File: src/rtl/alu_sequencer.sv
// Sequences one request through an external combinational ALU, repeating
// shift/rotate operations and updating the PSW once from the final iteration.
module alu_sequencer (
  input  logic        clk,
  input  logic        rst,
  input  logic        req_valid,
  output logic        req_ready,
  input  logic [1:0]  req_sel,
  input  logic [1:0]  req_func,
  input  logic        req_byte,
  input  logic [3:0]  req_count,
  input  logic [3:0]  req_mask,
  input  logic [15:0] req_a,
  input  logic [15:0] req_b,
  output logic [1:0]  alu_block_sel,
  output logic [1:0]  alu_block_func,
  output logic        alu_byte_op,
  output logic        alu_carry_in,
  output logic [15:0] alu_src_a,
  output logic [15:0] alu_src_b,
  input  logic [15:0] alu_result,
  input  logic        alu_carry,
  input  logic        alu_zero,
  input  logic        alu_neg,
  input  logic        alu_ovf,
  output logic        rsp_valid,
  input  logic        rsp_ready,
  output logic [15:0] rsp_result,
  output logic        psw_c,
  output logic        psw_z,
  output logic        psw_n,
  output logic        psw_v,
  input  logic        psw_wr_en,
  input  logic [3:0]  psw_wr_data,
  output logic        busy
);

  typedef enum logic [1:0] {IDLE, EXEC, DONE} state_t;

  state_t      state, state_nxt;
  logic [1:0]  sel_q, func_q;
  logic        byte_q;
  logic [3:0]  mask_q;
  logic [15:0] a_q, b_q;
  logic        carry_q;
  logic [3:0]  remaining_q;

  logic accept, iterate, step, finish;

  // Only SRA/RRC repeat; other shifter functions complete in one pass.
  assign iterate = (sel_q == 2'd2) && !func_q[1] && (remaining_q > 4'd1);
  assign accept  = (state == IDLE) && req_valid;
  assign step    = (state == EXEC) && iterate;
  assign finish  = (state == EXEC) && !iterate;

  // NOTE: sequential state uses non-blocking (<=) so every register samples
  // pre-edge values; blocking here would create order-dependent races.
  always_ff @(posedge clk) begin
    if (rst) state <= IDLE;
    else     state <= state_nxt;
  end

  // NOTE: every signal assigned in always_comb gets a default first, so no
  // path through the case leaves it unassigned and infers a latch.
  always_comb begin
    state_nxt = state;
    case (state)
      IDLE:    if (req_valid) state_nxt = EXEC;
      EXEC:    if (!iterate)  state_nxt = DONE;
      DONE:    if (rsp_ready) state_nxt = IDLE;
      default: state_nxt = IDLE;
    endcase
  end

  // Handshake outputs depend on state only: no rsp_ready -> req_ready path.
  always_comb begin
    req_ready = 1'b0;
    rsp_valid = 1'b0;
    busy      = 1'b1;
    case (state)
      IDLE: begin
        req_ready = 1'b1;
        busy      = 1'b0;
      end
      DONE:    rsp_valid = 1'b1;
      default: ;
    endcase
  end

  always_ff @(posedge clk) begin
    if (rst) begin
      sel_q       <= 2'd0;
      func_q      <= 2'd0;
      byte_q      <= 1'b0;
      mask_q      <= 4'd0;
      a_q         <= 16'd0;
      b_q         <= 16'd0;
      carry_q     <= 1'b0;
      remaining_q <= 4'd0;
      rsp_result  <= 16'd0;
    end else begin
      if (accept) begin
        sel_q       <= req_sel;
        func_q      <= req_func;
        byte_q      <= req_byte;
        mask_q      <= req_mask;
        a_q         <= req_a;
        b_q         <= req_b;
        carry_q     <= psw_c;
        remaining_q <= (req_count == 4'd0) ? 4'd1 : req_count;
      end else if (step) begin
        a_q         <= alu_result;
        carry_q     <= alu_carry;
        remaining_q <= remaining_q - 4'd1;
      end
      if (finish) rsp_result <= alu_result;
    end
  end

  // A direct PSW load overrides the completion update on all four bits.
  always_ff @(posedge clk) begin
    if (rst) begin
      {psw_v, psw_n, psw_z, psw_c} <= 4'd0;
    end else if (psw_wr_en) begin
      {psw_v, psw_n, psw_z, psw_c} <= psw_wr_data;
    end else if (finish) begin
      if (mask_q[3]) psw_v <= alu_ovf;
      if (mask_q[2]) psw_n <= alu_neg;
      if (mask_q[1]) psw_z <= alu_zero;
      if (mask_q[0]) psw_c <= alu_carry;
    end
  end

  assign alu_block_sel  = sel_q;
  assign alu_block_func = func_q;
  assign alu_byte_op    = byte_q;
  assign alu_carry_in   = carry_q;
  assign alu_src_a      = a_q;
  assign alu_src_b      = b_q;

endmodule

File: config.mk
export PLATFORM = sky130hd
export DESIGN_NAME = alu_sequencer
export DESIGN_NICKNAME = d
export VERILOG_FILES = /design/src/rtl/alu_sequencer.sv
export SDC_FILE = /design/constraint.sdc
export NUM_CORES = 1
export LEC_CHECK = 0
export CAP_MARGIN = 20
export CORE_MARGIN = 1.5
export CORE_UTILIZATION = 36
export DETAILED_ROUTE_END_ITERATION = 10
export PLACE_DENSITY_LB_ADDON = 0.08
export SYNTH_ARGS = -nofsm -noshare
export SYNTH_HDL_FRONTEND = slang
export SYNTH_SLANG_ARGS = --single-unit
File: constraint.sdc
create_clock -name clk -period 1.7 [get_ports clk]
set_input_delay 0.34 -clock clk [delete_from_list [all_inputs] [get_ports clk]]
set_output_delay 0.34 -clock clk [all_outputs]
set_load 0.02 [all_outputs]
[After elaboration in Yosys (flattened, before gate mapping)]
Cells that the tools add are included.
Operators by class
  muxes and demuxes: 26
  eq/ne operators: 6
  reductions and logical operators: 20
  order comparisons: 1
  add/sub/neg operators: 1
Operators with widths (count)
  $mux W16: 2
  $mux W1: 17
  $mux W4: 3
  $reduce_bool A2 Y1: 6
  $reduce_and A2 Y1: 4
  $mux W2: 3
  $ne A2 B2 Y1 const B: 3
  $pmux W2 S3: 1
  $logic_and A1 B1 Y1: 5
  $eq A2 B2 Y1 const B: 2
  $gt A4 B1 Y1 const B: 1
  $logic_not A4 Y1: 1
  $sub A4 B1 Y4 const B: 1
  $reduce_and A3 Y1: 1
  $eq A2 B1 Y1 const B: 1
  $logic_not A1 Y1: 2
  $logic_not A2 Y1: 1
Storage, ports and cells
  output and inout bits: 61
  flip-flop bits (word level): 68

[Longest topological paths before layout]
  depth after elaboration: 7
  gate-level depth with buffers: 7
  mapped depth without buffers: 6

[Worst setup path before layout]
No wires, ideal clock.
  path type: register to register
  from: register remaining_q[0]
  to: register remaining_q[3]
  arrival time: 1674 ps
  buffers on the path: 1
  stages on the path, launching flop included: 8
  data required time: 1568 ps
  path slack: -107 ps
  path through: dfxtp_1 inv_1 ha_1 or2_2 a211o_1 buf_2 o211ai_1 a21oi_1
On the way
  longest elaborated chain between the ends: 4
  elaborated cells on any way between the ends: 7
  those cells by class: add/sub: 1; order compare: 1; mux: 2; reduce/logical: 3
RTL lines
  from (decl): RTL line 46  | logic [3:0] remaining_q;
  from (signal assigned): RTL line 110  | remaining_q <= (req_count == 4'd0) ? 4'd1 : req_count;
  from (signal assigned): RTL line 114  | remaining_q <= remaining_q - 4'd1;
  $gt A4 B1 Y1: RTL line 51  | assign iterate = (sel_q == 2'd2) && !func_q[1] && (remaining_q > 4'd1);
  $logic_and A1 B1 Y1: RTL line 51
  $logic_and A1 B1 Y1: RTL line 53  | assign step = (state == EXEC) && iterate;
  $reduce_bool A2 Y1 (no line)
Several ways; a longest one is shown, not always the timed one. The select of a mux whose other input is x is not followed.
A chain may end at the register's enable or synchronous reset.

[Worst setup path in the final report]
  from: register a_q[5] (netlist: alu_src_a[5])
  to: output alu_src_a[5]
RTL lines
  from (decl): RTL line 44  | logic [15:0] a_q, b_q;
  from (signal assigned): RTL line 107  | a_q <= req_a;
  from (signal assigned): RTL line 112  | a_q <= alu_result;
  to (decl): RTL line 19  | output logic [15:0] alu_src_a,
No word-level cell between the ends.

==> metrics.yaml <==
run_status:
  status: "completed"
synth:
  avgSynthCellArea_sq_um: 8.243
  synth-async-reset-ratio: 0
  ys_seq_elements: 68
  yosysMostFrequentCell: "dfxtp_1"
  synth.distinct_cells: 35
  synth_fp_nets: 411
  synth_area_sq_um: 2761
  netlist_top_cells_count: "dfxtp_1, a21oi_1, nand2_1, nand3_1, clkbuf_1"
  synth_ff_type: "dfxtp_1"
  yosys.area.top_type: "dfxtp_1"
  synth_area_leaders: "dfxtp_1, a21oi_1, nand2_1"
  ys.warnings.count: 0
  synth-edff-count: 0
  syn_inst: 335
  netlist.area_leader.share: 0.4930
  seq_area_frac_synth: 0.4930
timing:
  slew_viol_final: 0
  maxSlewHeadroom: 0.7150
  skew_ns: 0.006481
  tightest_slew_ns: 0.4261
  maxClockFrequency_mhz: 603.5
  min_period_ns: 1.657
  hold_viol: 0
  period_share: 0.9748
  setup_violations: 0
  timing.setup.tns_ns: 0
global_route:
  grt_antenna_before_repair: 0
  grt_max_degree: 69
  grt_pass1_vias: 2760
  globalRouteOverflowTotal: 0
  grt_usage: 0.2059
  grt_pass1_wl_microns: 13560
pwr:
  p_seq_frac: 0.461
  switching_share: 0.2922
  power_density_nw_per_um2: 834.3
  power_frac_clock: 0.291
  combPwrFrac: 0.248
  vdd_drop_max_mv: 0.6744
  power.switching_mw: 1.118
  power.internal_mw: 2.707
  power_leakage_nw: 1.707
clocking:
  cts.sinks: 68
  htreeDepth: 3
  clock_path_buffers: 2
  clkTransAtPathRegs_ns: 0.07
  worstSkewPairLatency_ns: 0.34
  cts_tree: "built"
  numCtsBuffers: 9
  clock-root-buffer: "clkbuf_8"
final_layout:
  final_nets: 552
  layout-drive-gt1-share: 0.1292
  post-route-cell-area_sq_um: 4584
  syn2layout_area_growth_pct: 66.02
  fin_cells: 579
  n_antenna_cell: 0
  postLayoutCoreUtil: 0.6254
placed_design:
  gp_congestion: 0.8055
  dpl.hpwl_microns: 5930
  dpl.cell_count: 563
  port_buffers: 134
  placed_area_sq_um: 4345
worst_setup_path:
  path_max_fanout: 2
  crit_family: "buffers and inverters"
  cp-start-kind: "register"
  cp.arrival_ns: 1.32
  cp-startpoint: "alu_src_a[5]"
  cp_slowest_stage_delay_ns: 0.64
  cp_cell_sequence: "clkdlybuf4s50_1"
  r2r_start: "remaining_q[1]"
  r2r_slack_ns: 0.06
  crit_path_end_kind: "primary output"
  crit_buf_inv: 1
  crit_slowest_cell: "clkdlybuf4s50_1"
  cp.required_ns: 1.36
  path_class: "reg2out"
floorplan:
  die_y_microns: 90.58
  core_area_sq_um: 7331
  start_util: 0.3767
  die_w_microns: 90.58
  dieArea_sq_um: 8205
  io_pins: 135
  num_rows: 31
detailed_routing:
  via_per_inst: 5.016
  ant_nets: 0
  drtIter0Drc: 92
  drc: 0
  vias: 2904
  routedWlPerCell_microns: 14.68
  routed_wl_microns: 8497
  first_pass_iters: 4
flow_run:
  cap_violations: 0
worst_hold_path:
  hold_path_class: "reg2reg"
  min_from: "alu_src_b[10]"
timing repair:
item / CTS / global route
hold buffers: 0 / 0
setup endpoints to repair: 14 / 46
pin swaps: 0 / 6
gates resized for setup: 10 / 21
buffers inserted: 0 / 1
endpoints found under the hold margin: 0 / 0
power groups by stage:
stage	registers (mW)	logic (mW)	clock network, mW
after floorplan	1.90	0.317	0
after global placement	1.80	0.931	0
after detailed placement	1.80	0.939	0
after CTS	1.76	0.938	1.14
after global routing	1.78	1.02	1.22
final	1.76	0.948	1.11
registers in the layout, indices dropped and copies added (netlist names):
signal          flops
remaining_q         4
alu_carry_in        1
mask_q              4
alu_src_b          16
state               2
alu_block_func      2
psw_c               1
alu_src_a          16
psw_v               1
psw_n               1
alu_block_sel       2
rsp_result         16
psw_z               1
alu_byte_op         1
per-layer routing:
metal / up-vias / GRT usage / wire [microns] / share of wire
met5: - / 0 / 0 / 0
met4: 0 / 0.05820 / 115 / 0.014
met3: 11 / 0.06481 / 530 / 0.062
met2: 93 / 0.3390 / 4120 / 0.48
met1: 1338 / 0.2577 / 3731 / 0.44
li1: 1462 / - / - / -
cell type report:
| type | count | area, sq um |
|---|---|---|
| Timing Repair Buffer | 161 | 1604 |
| Fill cell | 642 | 2746 |
| Sequential cell | 68 | 1366 |
| Inverter | 8 | 32.53 |
| Clock buffer | 10 | 127.6 |
| Clock inverter | 5 | 30.03 |
| Multi-Input combinational cell | 228 | 1300 |
| Tap cell | 99 | 123.9 |
per-stage QoR:
stage / power, mW / worst slack, ns / hold WS [ns]
2_1_floorplan: 2.221 / 0.006151 / 0.4494
3_3_place_gp: 2.726 / -0.03466 / 0.4416
3_5_place_dp: 2.738 / -0.07376 / 0.4472
4_1_cts: 3.840 / -0.01027 / 0.4574
5_1_grt: 4.016 / -0.006997 / 0.4817
6_report: 3.825 / 0.04289 / 0.4559
cell families (layout without fill, tap and decap cells):
| kind of cell | after synthesis | count (layout) | share of synthesized area |
|---|---|---|---|
| adder cells (fa/ha/maj) | 2 | 2 | 0.009061 |
| buffers and inverters | 39 | 184 | 0.05845 |
| AO/OA/AOI/OAI | 112 | 112 | 0.2470 |
| flip-flops | 68 | 68 | 0.4930 |
| XOR/XNOR | 1 | 1 | 0.003172 |
| AND/OR/NAND/NOR | 113 | 113 | 0.1894 |
placed cells by master (no fill, tap or decap), types with 5 or more instances in the layout:
| master | synthesis | final |
|---|---|---|
| a21oi_1 | 62 | 62 |
| a22oi_1 | 16 | 15 |
| buf_4 | 2 | 18 |
| buf_6 | 0 | 5 |
| clkbuf_8 | 0 | 9 |
| clkdlybuf4s50_1 | 0 | 124 |
| dfxtp_1 | 68 | 66 |
| dlygate4sd2_1 | 0 | 5 |
| inv_1 | 8 | 6 |
| nand2_1 | 53 | 52 |
| nand3_1 | 36 | 36 |
| nor2_1 | 7 | 6 |
| nor3_1 | 5 | 5 |
| o21ai_0 | 16 | 16 |
final timing paths:
| path | to | depth (start not counted) |
|---|---|---|
| worst max register to register | psw_z | 6 |
| worst min-delay path | alu_src_b[10] | 2 |
| worst max-delay path | alu_src_a[5] | 1 |
| worst min register to register | alu_src_b[10] | 2 |
No activity file was read; power rests on OpenSTA's default activity.
